===== src/rtl/vedic_mult_pkg.sv =====
// Shared widths, types and partial-product helper for the Vedic 2x2 multiplier.
// Used by vedic_multiplier_2x2 (optional checker enabled by VEDIC_MULT_SELFCHECK_EN).
package vedic_mult_pkg;

  localparam int VM_IN_W  = 2;
  localparam int VM_OUT_W = 4;

  typedef logic [VM_IN_W-1:0]  vm_in_t;
  typedef logic [VM_OUT_W-1:0] vm_out_t;

  // Vertical (p00, p11) and crosswise (p10, p01) partial products.
  typedef struct packed {
    logic p11;
    logic p10;
    logic p01;
    logic p00;
  } vm_pp_t;

  function automatic vm_pp_t vm_partials(input vm_in_t a, input vm_in_t b);
    vm_pp_t pp;
    pp.p00 = a[0] & b[0];
    pp.p01 = a[0] & b[1];
    pp.p10 = a[1] & b[0];
    pp.p11 = a[1] & b[1];
    return pp;
  endfunction

endpackage


===== src/rtl/vedic_half_adder.sv =====
// One-bit half adder; two of these form the crosswise carry chain of the 2x2 core.
module vedic_half_adder (
  input  logic a,
  input  logic b,
  output logic sum,
  output logic carry
);

  assign sum   = a ^ b;
  assign carry = a & b;

endmodule


===== src/rtl/vedic_multiplier_2x2.sv =====
// 2x2 unsigned Vedic (Urdhva-Tiryakbhyam) multiplier, 1 or 2 pipeline stages.
// Define VEDIC_MULT_SELFCHECK_EN to add the sticky err output and golden-product checker.
module vedic_multiplier_2x2
  import vedic_mult_pkg::*;
#(
  parameter int PIPE_STAGES = 1
) (
  input  logic    clk,
  input  logic    rst_n,
  input  logic    in_valid,
  input  vm_in_t  A,
  input  vm_in_t  B,
  output vm_out_t M,
  output logic    out_valid
`ifdef VEDIC_MULT_SELFCHECK_EN
  ,
  output logic    err
`endif
);

  // Operands are masked with in_valid so unknowns on idle cycles never reach M.
  vm_in_t a_g;
  vm_in_t b_g;
  vm_pp_t pp_now;
  vm_pp_t pp_core;
  logic   v_core;

  assign a_g    = in_valid ? A : '0;
  assign b_g    = in_valid ? B : '0;
  assign pp_now = vm_partials(a_g, b_g);

`ifdef VEDIC_MULT_SELFCHECK_EN
  vm_out_t gold_now;
  vm_out_t gold_core;
  assign gold_now = {2'b00, a_g} * {2'b00, b_g};
`endif

  generate
    if (PIPE_STAGES == 1) begin : g_pipe1
      assign pp_core = pp_now;
      assign v_core  = in_valid;
`ifdef VEDIC_MULT_SELFCHECK_EN
      assign gold_core = gold_now;
`endif
    end else if (PIPE_STAGES == 2) begin : g_pipe2
      vm_pp_t pp_q;
      vm_pp_t pp_d;
      logic   v1_q;

      assign pp_d = in_valid ? pp_now : pp_q;

      always_ff @(posedge clk or negedge rst_n) begin
        if (!rst_n) begin
          pp_q <= '0;
          v1_q <= 1'b0;
        end else begin
          pp_q <= pp_d;
          v1_q <= in_valid;
        end
      end

      assign pp_core = pp_q;
      assign v_core  = v1_q;

`ifdef VEDIC_MULT_SELFCHECK_EN
      vm_out_t gold1_q;
      vm_out_t gold1_d;

      assign gold1_d = in_valid ? gold_now : gold1_q;

      always_ff @(posedge clk or negedge rst_n) begin
        if (!rst_n) begin
          gold1_q <= '0;
        end else begin
          gold1_q <= gold1_d;
        end
      end

      assign gold_core = gold1_q;
`endif
    end else begin : g_bad_pipe
      $error("vedic_multiplier_2x2: PIPE_STAGES must be 1 or 2");
    end
  endgenerate

  // Half-adder network: M[1] from the crosswise pair, M[3:2] from p11 plus that carry.
  logic    m1_sum;
  logic    c1;
  logic    m2_sum;
  logic    m3_carry;
  vm_out_t prod;

  vedic_half_adder u_ha_cross (
    .a     (pp_core.p10),
    .b     (pp_core.p01),
    .sum   (m1_sum),
    .carry (c1)
  );

  vedic_half_adder u_ha_high (
    .a     (pp_core.p11),
    .b     (c1),
    .sum   (m2_sum),
    .carry (m3_carry)
  );

  assign prod = {m3_carry, m2_sum, m1_sum, pp_core.p00};

  vm_out_t m_q;
  vm_out_t m_d;
  logic    ov_q;

  assign m_d = v_core ? prod : m_q;

  always_ff @(posedge clk or negedge rst_n) begin
    if (!rst_n) begin
      m_q  <= '0;
      ov_q <= 1'b0;
    end else begin
      m_q  <= m_d;
      ov_q <= v_core;
    end
  end

  assign M         = m_q;
  assign out_valid = ov_q;

`ifdef VEDIC_MULT_SELFCHECK_EN
  vm_out_t gold_q;
  vm_out_t gold_d;
  logic    err_q;
  logic    err_d;

  assign gold_d = v_core ? gold_core : gold_q;
  assign err_d  = err_q | (ov_q & (m_q != gold_q));

  always_ff @(posedge clk or negedge rst_n) begin
    if (!rst_n) begin
      gold_q <= '0;
      err_q  <= 1'b0;
    end else begin
      gold_q <= gold_d;
      err_q  <= err_d;
    end
  end

  assign err = err_q;
`endif

endmodule


===== config.mk =====
export PLATFORM = sky130hd
export DESIGN_NAME = vedic_multiplier_2x2
export DESIGN_NICKNAME = d
export VERILOG_FILES = /design/src/rtl/vedic_mult_pkg.sv /design/src/rtl/vedic_half_adder.sv /design/src/rtl/vedic_multiplier_2x2.sv
export SDC_FILE = /design/constraint.sdc
export NUM_CORES = 1
export LEC_CHECK = 0
export ABC_AREA = 0
export CAP_MARGIN = 20
export CORE_AREA = 2 2 39 41
export CTS_CLUSTER_DIAMETER = 60
export DETAILED_ROUTE_END_ITERATION = 10
export DIE_AREA = 0 0 41 43
export HOLD_SLACK_MARGIN = 0.1
export PLACE_DENSITY = 0.5
export SKIP_LAST_GASP = 1
export SYNTH_ARGS = -nofsm -noshare
export SYNTH_HDL_FRONTEND = slang
export SYNTH_SLANG_ARGS = --single-unit

===== constraint.sdc =====
create_clock -name clk -period 2.48 [get_ports clk]
set_clock_uncertainty 0.15 [all_clocks]
set_input_delay 0.496 -clock clk [delete_from_list [all_inputs] [get_ports clk]]
set_output_delay 0.496 -clock clk [all_outputs]
set_load 0.05 [all_outputs]

==> summary.txt, run 1 <==
Place
  • PortBufs: 11
  • Dpl cell area: around 370 sq um
  • Global placement routability congestion: 0.636

Yosys
  • Top cell type's share of synthesized area: 0.515
  • Mapped Nets: 26
  • Cell variety after synth: 8
  • Largest cells by area after synthesis: dfrtp_1 (52%), mux2_4 (19%), ha_1 (10%)
  • Post-synth top cells: dfrtp_1 (5), and3_2 (3), mux2_4 (3), ha_1 (2)
  • Asr flop ratio synth: 1.00
  • Syn Inst Count: 17
  • Synth Warn #: 0
  • Biggest area consumer among synthesized cells: dfrtp_1
  • Yosys reg bits: 5
  • Most frequent cell after synthesis: dfrtp_1
  • EDFF count, synth: 0
  • Seq/Total Area, Yosys: 0.515
  • Post-Syn Area: 243 sq um
  • Dominant synthesized flop cell: dfrtp_1
  • Synth Area per Inst: between 10 and 15 sq um

Global route
  • All-Layer GR Usage: 0.0747
  • Vias in the first global route: 189
  • Gr ovfl total: 0
  • Largest net degree at the start of global routing: 6
  • First-pass GRT wire length: 786 um
  • Antenna violations before repair: 0

Routing
  • First DRT Iteration DRCs: 1
  • Routed vias/inst: just under 4
  • Drt total wl: 515 um
  • Via count: 190
  • DRT Pass-1 Iters: 2
  • DRC Markers: 0
  • Remaining antenna violation count after routing: 0
  • DR WL/cell: 10.7 um

Power
  • Cell Pwr Density: 597 nW/um^2
  • Peak supply drop: 160 uV
  • Switching power: 0.0633 mW
  • Seq pwr share: 0.378
  • Tot Pwr: 0.236 mW
  • Sw Ratio: 0.268
  • Clock power share: 0.393
  • Gate power share: 0.229
  • Leakage: 0.192 nW
  • P_int: 0.173 mW

STA
  • Max-slew headroom: 0.660
  • RSZ-0062 raised after global routing: no
  • Final Cycle Share: 0.819
  • Tmin final: 2.03 ns
  • Final setup viols: 0
  • Max Slew Vio Count: 0
  • Final Hold Fails: 0
  • Final setup TNS: 0 ns
  • FMAX: 492 MHz
  • Worst-Margin Slew: 0.508 ns

Cells and area
  • Fin nets: 42
  • Fillers: ~150
  • Final Cell Area: 395 sq um
  • Area growth syn-to-layout: 62.9%
  • Layout cells sized above 1: 0.313
  • Antenna diodes: 0

Clocking
  • Max Buffers Root-to-Sink: 2
  • Hold-fix buffers, CTS: 0
  • Clock sink count: 5
  • Num CTS Buffers: 3
  • H-tree levels: 1
  • Resized cells post-CTS: 0
  • Post-CTS Setup Inserts: 0
  • Worst-path clk slew: 0.04 ns
  • CTS tree: done
  • Clk root buf: clkbuf_4
  • Worst skew pair latency: 0.23 ns

Floorplan
  • IO Count: 12
  • Die ar.: 1760 sq um
  • Core box area: 1380 sq um
  • DIE HEIGHT: 43 um
  • Initial Util: 0.175
  • Die width: 41 um
  • Num rows: 14

Critical path
  • Crit path max fanout: 2
  • Critical Path RT: 1.83 ns
  • Setup crit start kind: flop
  • Critical path class: reg -> out
  • CP delay by family, top: buffers and inverters
  • Crit-path cells: clkdlybuf4s50_1
  • Slowest cell delay on critical path: 0.80 ns
  • Worst EP arrival: approximately 1.4 ns
  • Worst path bufs/invs: 1
  • Slowest cell on crit path: clkdlybuf4s50_1
  • CP endpoint kind: output port

Worst hold path
  • Hold crit path type: in -> async

Outcome
  • Outcome: finished, final reports clean

Flow run
  • Max Cap Viol: 0
[through the flow]
step	hold WS (ns)	instances	worst slack (ns)	utilization
after floorplan	0.0504	17	0.739	-
after global placement	0.350	44	0.312	0.267
after detailed placement	0.349	44	0.302	0.267
after CTS	0.337	48	0.428	0.286
after global routing	0.343	48	0.371	0.286
final	0.337	48	0.449	0.286
[sequential cells by signal, indices dropped and copies added, names as in the netlist]
register,count
M,4
out_valid,1
[placed cells by master, fill, tap and decap left out]
cell and instances:
and3_2 3, buf_4 1, clkbuf_1 1, clkbuf_4 3
clkdlybuf4s50_1 11, dfrtp_1 5, ha_1 2, inv_1 1
mux2_4 3, nand3_1 1, o21ai_1 1
[power groups by stage]
stage          combinational (mW)  sequential [mW]  clock [mW]
4_1_cts                    0.0547           0.0895      0.0973
5_1_grt                    0.0571           0.0901       0.105
6_report                   0.0539           0.0893      0.0928
2_1_floorplan              0.0124            0.109           0
3_3_place_gp               0.0540           0.0905           0
3_5_place_dp               0.0542           0.0906           0
[cells by family after synthesis]
kind of cell / count (synthesis) / synth area share
AND/OR/NAND/NOR: 4 / 0.113
AO/OA/AOI/OAI: 1 / 0.0206
buffers and inverters: 2 / 0.0618
flip-flops: 5 / 0.515
adder cells (fa/ha/maj): 2 / 0.103
multiplexers: 3 / 0.186
[final timing paths]
kind	start	endpoint	slack [ns]	cells after the start
min in group clk	M[2]	M[2]	0.36	1
max in group asynchronous	rst_n	M[2]	1.65	1
setup / recovery	M[1]	M[1]	0.45	1
setup reg to reg	M[1]	M[1]	1.57	1
hold / removal	rst_n	out_valid	0.34	1
hold reg to reg	M[2]	M[2]	0.36	1
[cell type report]
class                      instances  area (sq um)  area share
sequential                         5           125       0.316
timing repair buffer              12           118       0.297
multi-input combinational         10           103       0.259
clock buffer                       4          26.3      0.0665
tap                               16          20.0      0.0506
inverter                           1          3.75     0.00949
[routing by layer]
| layer | vias to the layer above | GRT usage | part of all wire |
|---|---|---|---|
| met5 | - | 0 | 0 |
| met4 | 0 | 0.0800 | 0 |
| met3 | 0 | 0.0419 | 0.15 |
| met2 | 11 | 0.0813 | 0.38 |
| met1 | 89 | 0.0918 | 0.47 |
| li1 | 90 | - | - |
Note: power is estimated with default switching activity, not from simulation.
==> run 2: changes to the inputs <==
--- a/config.mk
+++ b/config.mk
@@ -12,7 +12,7 @@
 export DETAILED_ROUTE_END_ITERATION = 10
 export DIE_AREA = 0 0 41 43
 export HOLD_SLACK_MARGIN = 0.1
-export PLACE_DENSITY = 0.5
+export PLACE_DENSITY = 0.51
 export SKIP_LAST_GASP = 1
 export SYNTH_ARGS = -nofsm -noshare
 export SYNTH_HDL_FRONTEND = slang
==> constraint.sdc (replaced) <==
create_clock -name clk -period 1.8 [get_ports clk]
set_clock_uncertainty 0.15 [all_clocks]
set_input_delay 0.36 -clock clk [delete_from_list [all_inputs] [get_ports clk]]
set_output_delay 0.36 -clock clk [all_outputs]
set_load 0.05 [all_outputs]
==> summary.txt, run 2 (synthesized netlist as in run 1, its figures left out) <==
Place
  • DPL Wire Length: 454 um
  • PortBufs: 11 (unchanged)
  • Pre-CTS WS: -0.223 ns (-0.525 ns)
  • Global placement routability congestion: 0.615 (-3.4%)

Critical path
  • Slowest cell delay on critical path: 0.43 ns (-0.37 ns)
  • Worst EP arrival: 1.73 ns (+0.34 ns)
  • Crit-path cells: clkdlybuf4s50_1, and3_2, ha_1, ha_1, mux2_4
  • Crit path max fanout: 2 (unchanged)
  • Worst path bufs/invs: 1 (unchanged)
  • CP endpoint kind: flop
  • Setup crit start kind: primary input
  • Critical Path RT: 1.77 ns (-0.06 ns)
  • Top cell by count, worst path: ha_1
  • CP delay by family, top: adder cells
  • Slowest cell on crit path: clkdlybuf4s50_1
  • Critical path class: in -> reg

Power
  • Leakage: 0.214 nW (+11%)
  • Cell Pwr Density: 839 nW/um^2 (+41%)
  • Peak supply drop: 308 uV (+93%)

Flow run
  • Max Cap Viol: 0 (unchanged)

Clocking
  • Worst-path clk slew: 0.05 ns (about the same)
  • CTS tree: done
  • H-tree levels: 1 (unchanged)
  • Post-CTS Setup Inserts: 0 (unchanged)
  • Clock sink count: 5 (unchanged)
  • Max Buffers Root-to-Sink: 2 (unchanged)
  • Worst skew pair latency: 0.24 ns (about the same)
  • Num CTS Buffers: 3 (unchanged)
  • Clk root buf: clkbuf_4

Worst hold path
  • Hold crit path type: in -> async

STA
  • FMAX: 570 MHz
  • Final Cycle Share: 0.975
  • Tmin final: 1.76 ns
  • RSZ-0062 raised after global routing: no
  • Final setup viols: 0 (unchanged)
  • Max-slew headroom: 0.839 (+0.180)
  • Final Hold Fails: 0 (unchanged)
  • Worst-Margin Slew: 0.240 ns (-0.268 ns)
  • Final WS setup: 0.0444 ns (-0.404 ns)
  • Max Slew Vio Count: 0 (unchanged)

Cells and area
  • Area growth syn-to-layout: 61.9%
  • Most frequent cells in the layout: buf_4 (7), dfrtp_1 (5), clkdlybuf4s50_1 (5)
  • FF+latch area: 125 sq um (unchanged)
  • Finished Core Util: 0.284 (-0.00181)
  • Fin nets: 43 (+2.4%)
  • Fillers: 153 (+3.4%)
  • Antenna diodes: 0 (unchanged)
  • Multi-input logic area: 103 sq um (unchanged)
  • Commonest non-fill, non-tap cell in the layout: buf_4
  • Largest register FFs: 4 (unchanged)
  • Layout cells sized above 1: 0.485 (+0.172)

Global route
  • All-Layer GR Usage: 0.0900 (+0.0152)
  • First-pass GRT wire length: 917 um (+17%)
  • Largest net degree at the start of global routing: 6 (unchanged)
  • Vias in the first global route: 196 (+3.7%)
  • Antenna violations before repair: 0 (unchanged)
  • Gr ovfl total: 0 (unchanged)

Routing
  • Drt total wl: 573 um (+11%)
  • Via count: 189 (-0.53%)
  • Remaining antenna violation count after routing: 0 (unchanged)
  • Routed vias/inst: 3.86 (-2.6%)
  • DRC Markers: 0 (unchanged)
  • DRT Pass-1 Iters: 3 (+1)
  • DR WL/cell: 11.7 um (+9.0%)
  • First DRT Iteration DRCs: 1 (unchanged)

Floorplan
  • DIE HEIGHT: 43 um (unchanged)
  • Core box area: 1380 sq um (unchanged)
  • Initial Util: 0.175 (unchanged)
  • Num rows: 14 (unchanged)
  • IO Count: 12 (unchanged)
  • Die width: 41 um (unchanged)
  • Die ar.: 1760 sq um (unchanged)

Outcome
  • Outcome: finished, final reports clean
## run 2: changes by cell type in the layout (fill, tap and decap cells not counted)
cell,previous run,this run
buf_4,1,7
clkdlybuf4s50_1,11,5
dlymetal6s2s_1,0,1
## run 2: area by class of cell
type,count,share of cell area
clock buffer,4,0.0669
inverter,1,0.00955
multi-input combinational,10,0.261
sequential,5,0.318
tap,16,0.0510
timing repair buffer,13,0.293
## run 2: per-stage QoR
step | TNS, ns | total power, mW | instances | instance area [sq um] | hold slack, ns
final | 0 | 0.330 | 49 | 393 | 0.193
after detailed placement | -0.369 | 0.200 | 45 | 364 | 0.359
after global routing | 0 | 0.357 | 49 | 393 | 0.186
after floorplan | 0 | 0.167 | 17 | 243 | -0.0856
after CTS | 0 | 0.336 | 49 | 390 | 0.195
after global placement | -0.318 | 0.198 | 45 | 364 | 0.350
## run 2: report_power, final
group          internal (mW)  leakage, nW  switching (mW)
Combinational         0.0329        0.134          0.0407
Sequential             0.120       0.0651         0.00382
Clock                 0.0840       0.0150          0.0484
## run 2: per-layer routing
layer | global-route usage | up-vias | routed length, um
met2 | 0.0938 | 14 | 219
met3 | 0.0890 | 0 | 94
met1 | 0.109 | 83 | 260
li1 | - | 92 | -
met5 | 0 | - | 0
met4 | 0.0600 | 0 | 0
## run 2: timing repair
item / CTS / global route
gates resized for setup: 0 / 1
setup endpoints to repair: 0 / 1
hold buffers: 0 / 0
## run 2: final timing paths
| path | start | endpoint | slack, ns | cells past startpoint |
|---|---|---|---|---|
| worst min register to register | M[2] | M[2] | 0.37 | 1 |
| worst max-delay path | B[0] | M[2] | 0.04 | 5 |
| worst min-delay path | rst_n | M[3] | 0.19 | 1 |
| min in group clk | in_valid | out_valid | 0.33 | 2 |
| worst max register to register | M[3] | M[3] | 0.89 | 1 |
| max in group asynchronous | rst_n | M[2] | 1.11 | 1 |
